File: config.mk
export PLATFORM = sky130hd
export DESIGN_NAME = l2_port_arbiter_flat
export DESIGN_NICKNAME = d
export VERILOG_FILES = /design/src/rtl/l2_port_arbiter_if.sv /design/src/rtl/l2_port_arbiter.sv /design/src/flat_wrapper.sv
export SDC_FILE = /design/constraint.sdc
export NUM_CORES = 1
export LEC_CHECK = 0
export CAP_MARGIN = 5
export CORE_AREA = 10 10 273 275
export CTS_CLUSTER_DIAMETER = 120
export DETAILED_ROUTE_END_ITERATION = 12
export DIE_AREA = 0 0 283 285
export PLACE_DENSITY = 0.52
export SLEW_MARGIN = 10
export SYNTH_ARGS = -nofsm -noshare
export SYNTH_HDL_FRONTEND = slang
export SYNTH_SLANG_ARGS = --single-unit
File: constraint.sdc
create_clock -name clk -period 5.65 [get_ports clk]
set_input_delay 0.565 -clock clk [delete_from_list [all_inputs] [get_ports clk]]
set_output_delay 0.565 -clock clk [all_outputs]
set_load 0.01 [all_outputs]
File: src/rtl/l2_port_arbiter_if.sv
// Bundle of requester, L2 and status signals around the shared L2 port arbiter.
// The arbiter takes the slave view; the requesters and L2 model take the master view.
interface l2_port_arbiter_if;
  logic         i_req;
  logic [63:0]  i_addr;
  logic         d_req;
  logic         d_we;
  logic [63:0]  d_addr;
  logic [63:0]  d_wdata;
  logic [2:0]   d_wsize;
  logic         d_clf;

  logic         i_done;
  logic [127:0] i_data;
  logic         d_done;
  logic [127:0] d_data;

  logic         l2_enable;
  logic         l2_we;
  logic [63:0]  l2_addr;
  logic [63:0]  l2_wdata;
  logic [2:0]   l2_wsize;
  logic         l2_clf;
  logic         l2_done;
  logic [127:0] l2_data;

  logic         busy;
  logic         owner;
  logic         timeout_err;

  modport slave (
    input  i_req, i_addr, d_req, d_we, d_addr, d_wdata, d_wsize, d_clf,
    input  l2_done, l2_data,
    output i_done, i_data, d_done, d_data,
    output l2_enable, l2_we, l2_addr, l2_wdata, l2_wsize, l2_clf,
    output busy, owner, timeout_err
  );

  modport master (
    output i_req, i_addr, d_req, d_we, d_addr, d_wdata, d_wsize, d_clf,
    output l2_done, l2_data,
    input  i_done, i_data, d_done, d_data,
    input  l2_enable, l2_we, l2_addr, l2_wdata, l2_wsize, l2_clf,
    input  busy, owner, timeout_err
  );
endinterface

File: src/rtl/l2_port_arbiter.sv
// Round-robin arbiter sharing one L2 request port between the I-side and D-side
// miss paths, with a WAIT-state watchdog that aborts hung L2 transactions.
//
// state    | meaning
// IDLE     | no transaction; sample requests and grant one
// WAIT     | l2_enable high, command held, waiting for l2_done or watchdog expiry
// RESPOND  | one-cycle done pulse with captured line to the owner
module l2_port_arbiter #(
  parameter int unsigned TIMEOUT_CYCLES = 64,
  parameter int unsigned CNT_W          = 16
) (
  input  logic              clk,
  input  logic              reset,
  l2_port_arbiter_if.slave  bus
);

  typedef enum logic [1:0] {
    S_IDLE    = 2'd0,
    S_WAIT    = 2'd1,
    S_RESPOND = 2'd2
  } state_e;

  localparam bit WD_EN = (TIMEOUT_CYCLES != 0);
  localparam logic [CNT_W-1:0] WD_LAST =
    (TIMEOUT_CYCLES == 0) ? '0 : CNT_W'(TIMEOUT_CYCLES - 1);

  state_e             state_q;
  logic [CNT_W-1:0]   cnt_q;
  logic [CNT_W-1:0]   cnt_d;
  logic               last_owner_q;
  logic               owner_q;

  logic               l2_enable_q;
  logic               l2_we_q;
  logic [63:0]        l2_addr_q;
  logic [63:0]        l2_wdata_q;
  logic [2:0]         l2_wsize_q;
  logic               l2_clf_q;

  logic               i_done_q;
  logic [127:0]       i_data_q;
  logic               d_done_q;
  logic [127:0]       d_data_q;
  logic               busy_q;
  logic               timeout_err_q;

  logic               any_req;
  logic               grant_d;
  logic               wd_expire;
  logic [127:0]       resp_data;

  // On a tie the side opposite last_owner wins; a lone request always wins.
  assign any_req   = bus.i_req | bus.d_req;
  assign grant_d   = bus.d_req & (~bus.i_req | ~last_owner_q);
  assign wd_expire = WD_EN && (cnt_q == WD_LAST);
  assign resp_data = bus.l2_done ? bus.l2_data : '0;
  assign cnt_d     = cnt_q + 1'b1;

  always_ff @(posedge clk) begin
    if (reset) begin
      state_q       <= S_IDLE;
      cnt_q         <= '0;
      last_owner_q  <= 1'b1;
      owner_q       <= 1'b0;
      l2_enable_q   <= 1'b0;
      l2_we_q       <= 1'b0;
      l2_addr_q     <= '0;
      l2_wdata_q    <= '0;
      l2_wsize_q    <= '0;
      l2_clf_q      <= 1'b0;
      i_done_q      <= 1'b0;
      i_data_q      <= '0;
      d_done_q      <= 1'b0;
      d_data_q      <= '0;
      busy_q        <= 1'b0;
      timeout_err_q <= 1'b0;
    end else begin
      case (state_q)
        S_IDLE: begin
          if (any_req) begin
            state_q     <= S_WAIT;
            cnt_q       <= '0;
            l2_enable_q <= 1'b1;
            busy_q      <= 1'b1;
            owner_q     <= grant_d;
            if (grant_d) begin
              l2_we_q    <= bus.d_we;
              l2_addr_q  <= bus.d_addr;
              l2_wdata_q <= bus.d_wdata;
              l2_wsize_q <= bus.d_wsize;
              l2_clf_q   <= bus.d_clf;
            end else begin
              l2_we_q    <= 1'b0;
              l2_addr_q  <= bus.i_addr;
              l2_wdata_q <= '0;
              l2_wsize_q <= '0;
              l2_clf_q   <= 1'b0;
            end
          end
        end

        S_WAIT: begin
          // l2_done beats a same-edge watchdog expiry.
          if (bus.l2_done || wd_expire) begin
            state_q     <= S_RESPOND;
            l2_enable_q <= 1'b0;
            if (owner_q) begin
              d_done_q <= 1'b1;
              d_data_q <= resp_data;
            end else begin
              i_done_q <= 1'b1;
              i_data_q <= resp_data;
            end
            if (!bus.l2_done) begin
              timeout_err_q <= 1'b1;
            end
          end else begin
            cnt_q <= cnt_d;
          end
        end

        S_RESPOND: begin
          state_q      <= S_IDLE;
          i_done_q     <= 1'b0;
          i_data_q     <= '0;
          d_done_q     <= 1'b0;
          d_data_q     <= '0;
          busy_q       <= 1'b0;
          last_owner_q <= owner_q;
        end

        default: begin
          state_q <= S_IDLE;
        end
      endcase
    end
  end

  assign bus.i_done      = i_done_q;
  assign bus.i_data      = i_data_q;
  assign bus.d_done      = d_done_q;
  assign bus.d_data      = d_data_q;
  assign bus.l2_enable   = l2_enable_q;
  assign bus.l2_we       = l2_we_q;
  assign bus.l2_addr     = l2_addr_q;
  assign bus.l2_wdata    = l2_wdata_q;
  assign bus.l2_wsize    = l2_wsize_q;
  assign bus.l2_clf      = l2_clf_q;
  assign bus.busy        = busy_q;
  assign bus.owner       = owner_q;
  assign bus.timeout_err = timeout_err_q;

endmodule

File: src/flat_wrapper.sv
// flat-port wrapper written by rule: the top's interface ports become plain ports
module l2_port_arbiter_flat 
#(
  parameter int unsigned TIMEOUT_CYCLES = 64,
  parameter int unsigned CNT_W          = 16
)
  (clk, reset, bus_i_req, bus_i_addr, bus_d_req, bus_d_we, bus_d_addr, bus_d_wdata, bus_d_wsize, bus_d_clf, bus_l2_done, bus_l2_data, bus_i_done, bus_i_data, bus_d_done, bus_d_data, bus_l2_enable, bus_l2_we, bus_l2_addr, bus_l2_wdata, bus_l2_wsize, bus_l2_clf, bus_busy, bus_owner, bus_timeout_err);
  l2_port_arbiter_if bus_i ();
  input  logic clk;
  input  logic reset;
  input wire logic [$bits(bus_i.i_req)-1:0] bus_i_req;
  input wire logic [$bits(bus_i.i_addr)-1:0] bus_i_addr;
  input wire logic [$bits(bus_i.d_req)-1:0] bus_d_req;
  input wire logic [$bits(bus_i.d_we)-1:0] bus_d_we;
  input wire logic [$bits(bus_i.d_addr)-1:0] bus_d_addr;
  input wire logic [$bits(bus_i.d_wdata)-1:0] bus_d_wdata;
  input wire logic [$bits(bus_i.d_wsize)-1:0] bus_d_wsize;
  input wire logic [$bits(bus_i.d_clf)-1:0] bus_d_clf;
  input wire logic [$bits(bus_i.l2_done)-1:0] bus_l2_done;
  input wire logic [$bits(bus_i.l2_data)-1:0] bus_l2_data;
  output wire logic [$bits(bus_i.i_done)-1:0] bus_i_done;
  output wire logic [$bits(bus_i.i_data)-1:0] bus_i_data;
  output wire logic [$bits(bus_i.d_done)-1:0] bus_d_done;
  output wire logic [$bits(bus_i.d_data)-1:0] bus_d_data;
  output wire logic [$bits(bus_i.l2_enable)-1:0] bus_l2_enable;
  output wire logic [$bits(bus_i.l2_we)-1:0] bus_l2_we;
  output wire logic [$bits(bus_i.l2_addr)-1:0] bus_l2_addr;
  output wire logic [$bits(bus_i.l2_wdata)-1:0] bus_l2_wdata;
  output wire logic [$bits(bus_i.l2_wsize)-1:0] bus_l2_wsize;
  output wire logic [$bits(bus_i.l2_clf)-1:0] bus_l2_clf;
  output wire logic [$bits(bus_i.busy)-1:0] bus_busy;
  output wire logic [$bits(bus_i.owner)-1:0] bus_owner;
  output wire logic [$bits(bus_i.timeout_err)-1:0] bus_timeout_err;
  assign bus_i.i_req = bus_i_req;
  assign bus_i.i_addr = bus_i_addr;
  assign bus_i.d_req = bus_d_req;
  assign bus_i.d_we = bus_d_we;
  assign bus_i.d_addr = bus_d_addr;
  assign bus_i.d_wdata = bus_d_wdata;
  assign bus_i.d_wsize = bus_d_wsize;
  assign bus_i.d_clf = bus_d_clf;
  assign bus_i.l2_done = bus_l2_done;
  assign bus_i.l2_data = bus_l2_data;
  assign bus_i_done = bus_i.i_done;
  assign bus_i_data = bus_i.i_data;
  assign bus_d_done = bus_i.d_done;
  assign bus_d_data = bus_i.d_data;
  assign bus_l2_enable = bus_i.l2_enable;
  assign bus_l2_we = bus_i.l2_we;
  assign bus_l2_addr = bus_i.l2_addr;
  assign bus_l2_wdata = bus_i.l2_wdata;
  assign bus_l2_wsize = bus_i.l2_wsize;
  assign bus_l2_clf = bus_i.l2_clf;
  assign bus_busy = bus_i.busy;
  assign bus_owner = bus_i.owner;
  assign bus_timeout_err = bus_i.timeout_err;
  l2_port_arbiter #(.TIMEOUT_CYCLES(TIMEOUT_CYCLES), .CNT_W(CNT_W)) u_core (.clk(clk), .reset(reset), .bus(bus_i));
endmodule
==> summary.txt <==
Outcome
  – Status: finished clean

Worst setup path
  – CP Launch Type: register
  – CP Max Fanout: 84
  – CP arrival: 3.82 ns
  – Critical Path Start: u_core.state_q[1]
  – CP Buf/Inv Count: 3
  – Critical path's most frequent cell: inv_1
  – RR Startpoint: u_core.state_q[1]
  – Crit Path Class: register to register
  – Slowest CP cell: ha_1
  – CP Capture Type: register
  – CP top delay family: buffers and inverters
  – Critical Path RT: 6.13 ns
  – Critical Path, Cell by Cell: inv_1 -> ha_1 -> inv_1 -> o221ai_4 -> buf_12 -> mux2i_1
  – Worst path max stage delay: 0.68 ns

STA
  – Total negative slack: 0 ns
  – RSZ-0062 raised after global routing: false
  – Clock Skews: 0.0345 ns
  – Slew @ Worst Pin: 1.21 ns
  – # setup viols final: 0
  – Slew headroom: 18.8%
  – Final period util: 59.0%
  – Slew Limit Fails: 0
  – Hold Slack: 0.456 ns
  – Final Hold Viols: 0
  – Min Tclk post-route: 3.33 ns
  – Fmax: 300 MHz
  – Slack of the critical path: 2.32 ns

Clock network
  – Post-CTS Setup Inserts: 0
  – CTS Buffer Depth: 3
  – Clk sink count: 414
  – H-tree levels: 2
  – Root Driver: clkbuf_16
  – Quantity of hold-fixing buffers added after cts: 0
  – Resize count post-CTS: 0
  – CTS Buf Count: 48
  – Clock Latency Late Sink: 0.59 ns
  – Reg clk slew, reported paths: 0.06 ns
  – CTS tree: yes

Detailed routing
  – Post-Route WL: 66,300 µm
  – Via density: 4.41
  – DRT iter0 DRCs: 749
  – Avg WL per Cell: 20.0 µm
  – 1st-pass router iterations: 5
  – Drt drc: 0
  – Vias: 14,600
  – Final ANT Viol Nets: 0

Place
  – RePlAce Congestion: 0.812
  – Post-DP HPWL: 49,700 µm
  – IO buf count: 724
  – Setup WS pre-CTS: 2.40 ns

Min path
  – Worst hold path type: register to register
  – Hold_sp: u_core.bus.d_data[14]

GRT
  – Met3 Track Usage GR: 6.13%
  – Pin count of the biggest net entering global routing: 151
  – M2 GR Usage: 26.7%
  – Total grt overflow: 0
  – First-pass GRT wire length: 98,300 µm
  – GRT Max-Usage Layer: met2
  – GRT Total Usage: 15.6%
  – Initial antenna violation count: 11
  – GR Util met1: 17.8%
  – Vias in the first global route: 15,100

Floorplanning
  – DIE HEIGHT: 285 µm
  – I/O pin count: 725
  – Die Width: 283 µm
  – Num rows: 97
  – Die area: 80,700 µm²
  – Initial Util: 23.2%
  – Core area: 69,300 µm²

Logic synthesis
  – Post-synth top cells: dfxtp_1 (414), nand2_1 (408), mux2i_1 (324)
  – Post-synthesis cell area: 16,100 µm²
  – Yosys cell types: 52
  – Number of synthesized flops with an enable pin: 0
  – Synth Flop Type: dfxtp_1
  – Post-Syn Nets: 2,009
  – Post-Synthesis Cells: 1,675
  – Sequential cell area fraction in the yosys report: 51.5%
  – #FFs+latches synth: 414
  – YS warnings: 0
  – Most frequent cell after synthesis: dfxtp_1
  – Post-Syn Area per Cell: 9.61 µm²
  – Asr flop ratio synth: 0%
  – Yosys top cell by area: dfxtp_1
  – Synth top area share: 51.5%
  – Top cells by area, synth: dfxtp_1 (51%), mux2i_1 (20%), nand2_1 (9.5%)

Power and ir drop
  – Static Leak: 10.2 nW
  – Worst vdd ir: 0.199 mV
  – Design Power: 0.00831 W
  – Power Density: 323 nW/µm²

Flow run
  – # Max-Cap Violations: 0

Finish
  – Area Overhead vs Synth: 59.7%
  – Post-layout util: 37.1%
  – Share of cells above drive strength 1: 4.35%
  – Nets: 2,664
## power breakdown
group | total (W) | switching, W | leakage [nW] | internal, W
logic | 0.00181 | 0.000890 | 6.06 | 0.000917
registers | 0.00327 | 0.000124 | 3.37 | 0.00315
clock network | 0.00323 | 0.00128 | 0.792 | 0.00195
## through the flow
step | cell area, µm² | std cells
floorplan | 16100 | 1675
global placement | 24100 | 3220
detailed placement | 24100 | 3220
CTS | 25700 | 3307
global route | 25700 | 3310
finish | 25700 | 3311
## registers in the layout (all words and copies together) (netlist names)
| register | flops |
|---|---|
| u_core.state_q | 2 |
| u_core.bus.timeout_err | 1 |
| u_core.bus.owner | 1 |
| u_core.bus.l2_clf | 1 |
| u_core.bus.l2_we | 1 |
| u_core.bus.d_data | 128 |
| u_core.bus.l2_addr | 64 |
| u_core.last_owner_q | 1 |
| u_core.bus.l2_wdata | 64 |
| u_core.bus.i_done | 1 |
| u_core.bus.busy | 1 |
| u_core.bus.l2_enable | 1 |
| u_core.bus.i_data | 128 |
| u_core.bus.d_done | 1 |
| u_core.bus.l2_wsize | 3 |
| u_core.cnt_q | 16 |
## path summary, 6_finish.rpt
| check | endpoint | slack (ns) | cells past startpoint |
|---|---|---|---|
| worst min register to register | u_core.bus.d_data[14] | 0.46 | 2 |
| worst max register to register | u_core.bus.d_data[83] | 2.32 | 6 |
| worst min-delay path | u_core.bus.d_data[14] | 0.46 | 2 |
| worst max-delay path | u_core.bus.d_data[83] | 2.32 | 6 |
## area by class of cell
cell class / count / area [µm²]
clock inverters: 13 / 231
well taps: 940 / 1180
multi-input cells: 1118 / 7140
clock buffers: 74 / 1410
inverters: 7 / 33.8
fillers: 6911 / 43600
repair buffers: 741 / 7410
diodes: 4 / 10.0
flip-flops and latches: 414 / 8290
## metal layers
layer / vias up / part of all wire [%]
met5: - / 0.12
met4: 12 / 2.6
met3: 97 / 8.9
met2: 565 / 48
met1: 6818 / 40
li1: 7093 / -
## cell usage in the layout (no fill, tap or decap), drive strengths merged, types with 4 or more instances in the layout
cell | synthesis | final
nor3 | 10 | 10
a211oi | 67 | 67
clkdlybuf4s50 | 0 | 723
diode | 0 | 4
nor4 | 8 | 8
a31oi | 9 | 9
a21oi | 4 | 4
bufinv | 0 | 5
inv | 6 | 6
clkbuf | 89 | 74
nand4 | 7 | 7
dfxtp | 414 | 414
o21ai | 7 | 7
a22oi | 69 | 69
o211ai | 8 | 8
ha | 4 | 4
mux2i | 324 | 324
nor2 | 141 | 141
nand3 | 14 | 14
and3 | 4 | 4
nand2 | 408 | 408
clkinv | 1 | 7
buf | 47 | 18
## kinds of logic (layout without fill, tap and decap cells)
| family | after synthesis | in the layout | share of synthesized area [%] |
|---|---|---|---|
| AO/OA/AOI/OAI | 184 | 184 | 8.60 |
| adder cells (fa/ha/maj) | 4 | 4 | 0.311 |
| buffers and inverters | 143 | 835 | 4.45 |
| flip-flops | 414 | 414 | 51.5 |
| multiplexers | 325 | 325 | 20.2 |
| other | 0 | 4 | 0 |
| AND/OR/NAND/NOR | 605 | 605 | 14.9 |
## worst register-to-register path, stage by stage, from the launching register on
cell	delay, ns
dfxtp_1	0.32
inv_1	0.10
ha_1	0.68
inv_1	0.48
o221ai_4	0.67
buf_12	0.52
mux2i_1	0.46
No activity file was read; power rests on OpenSTA's default activity.
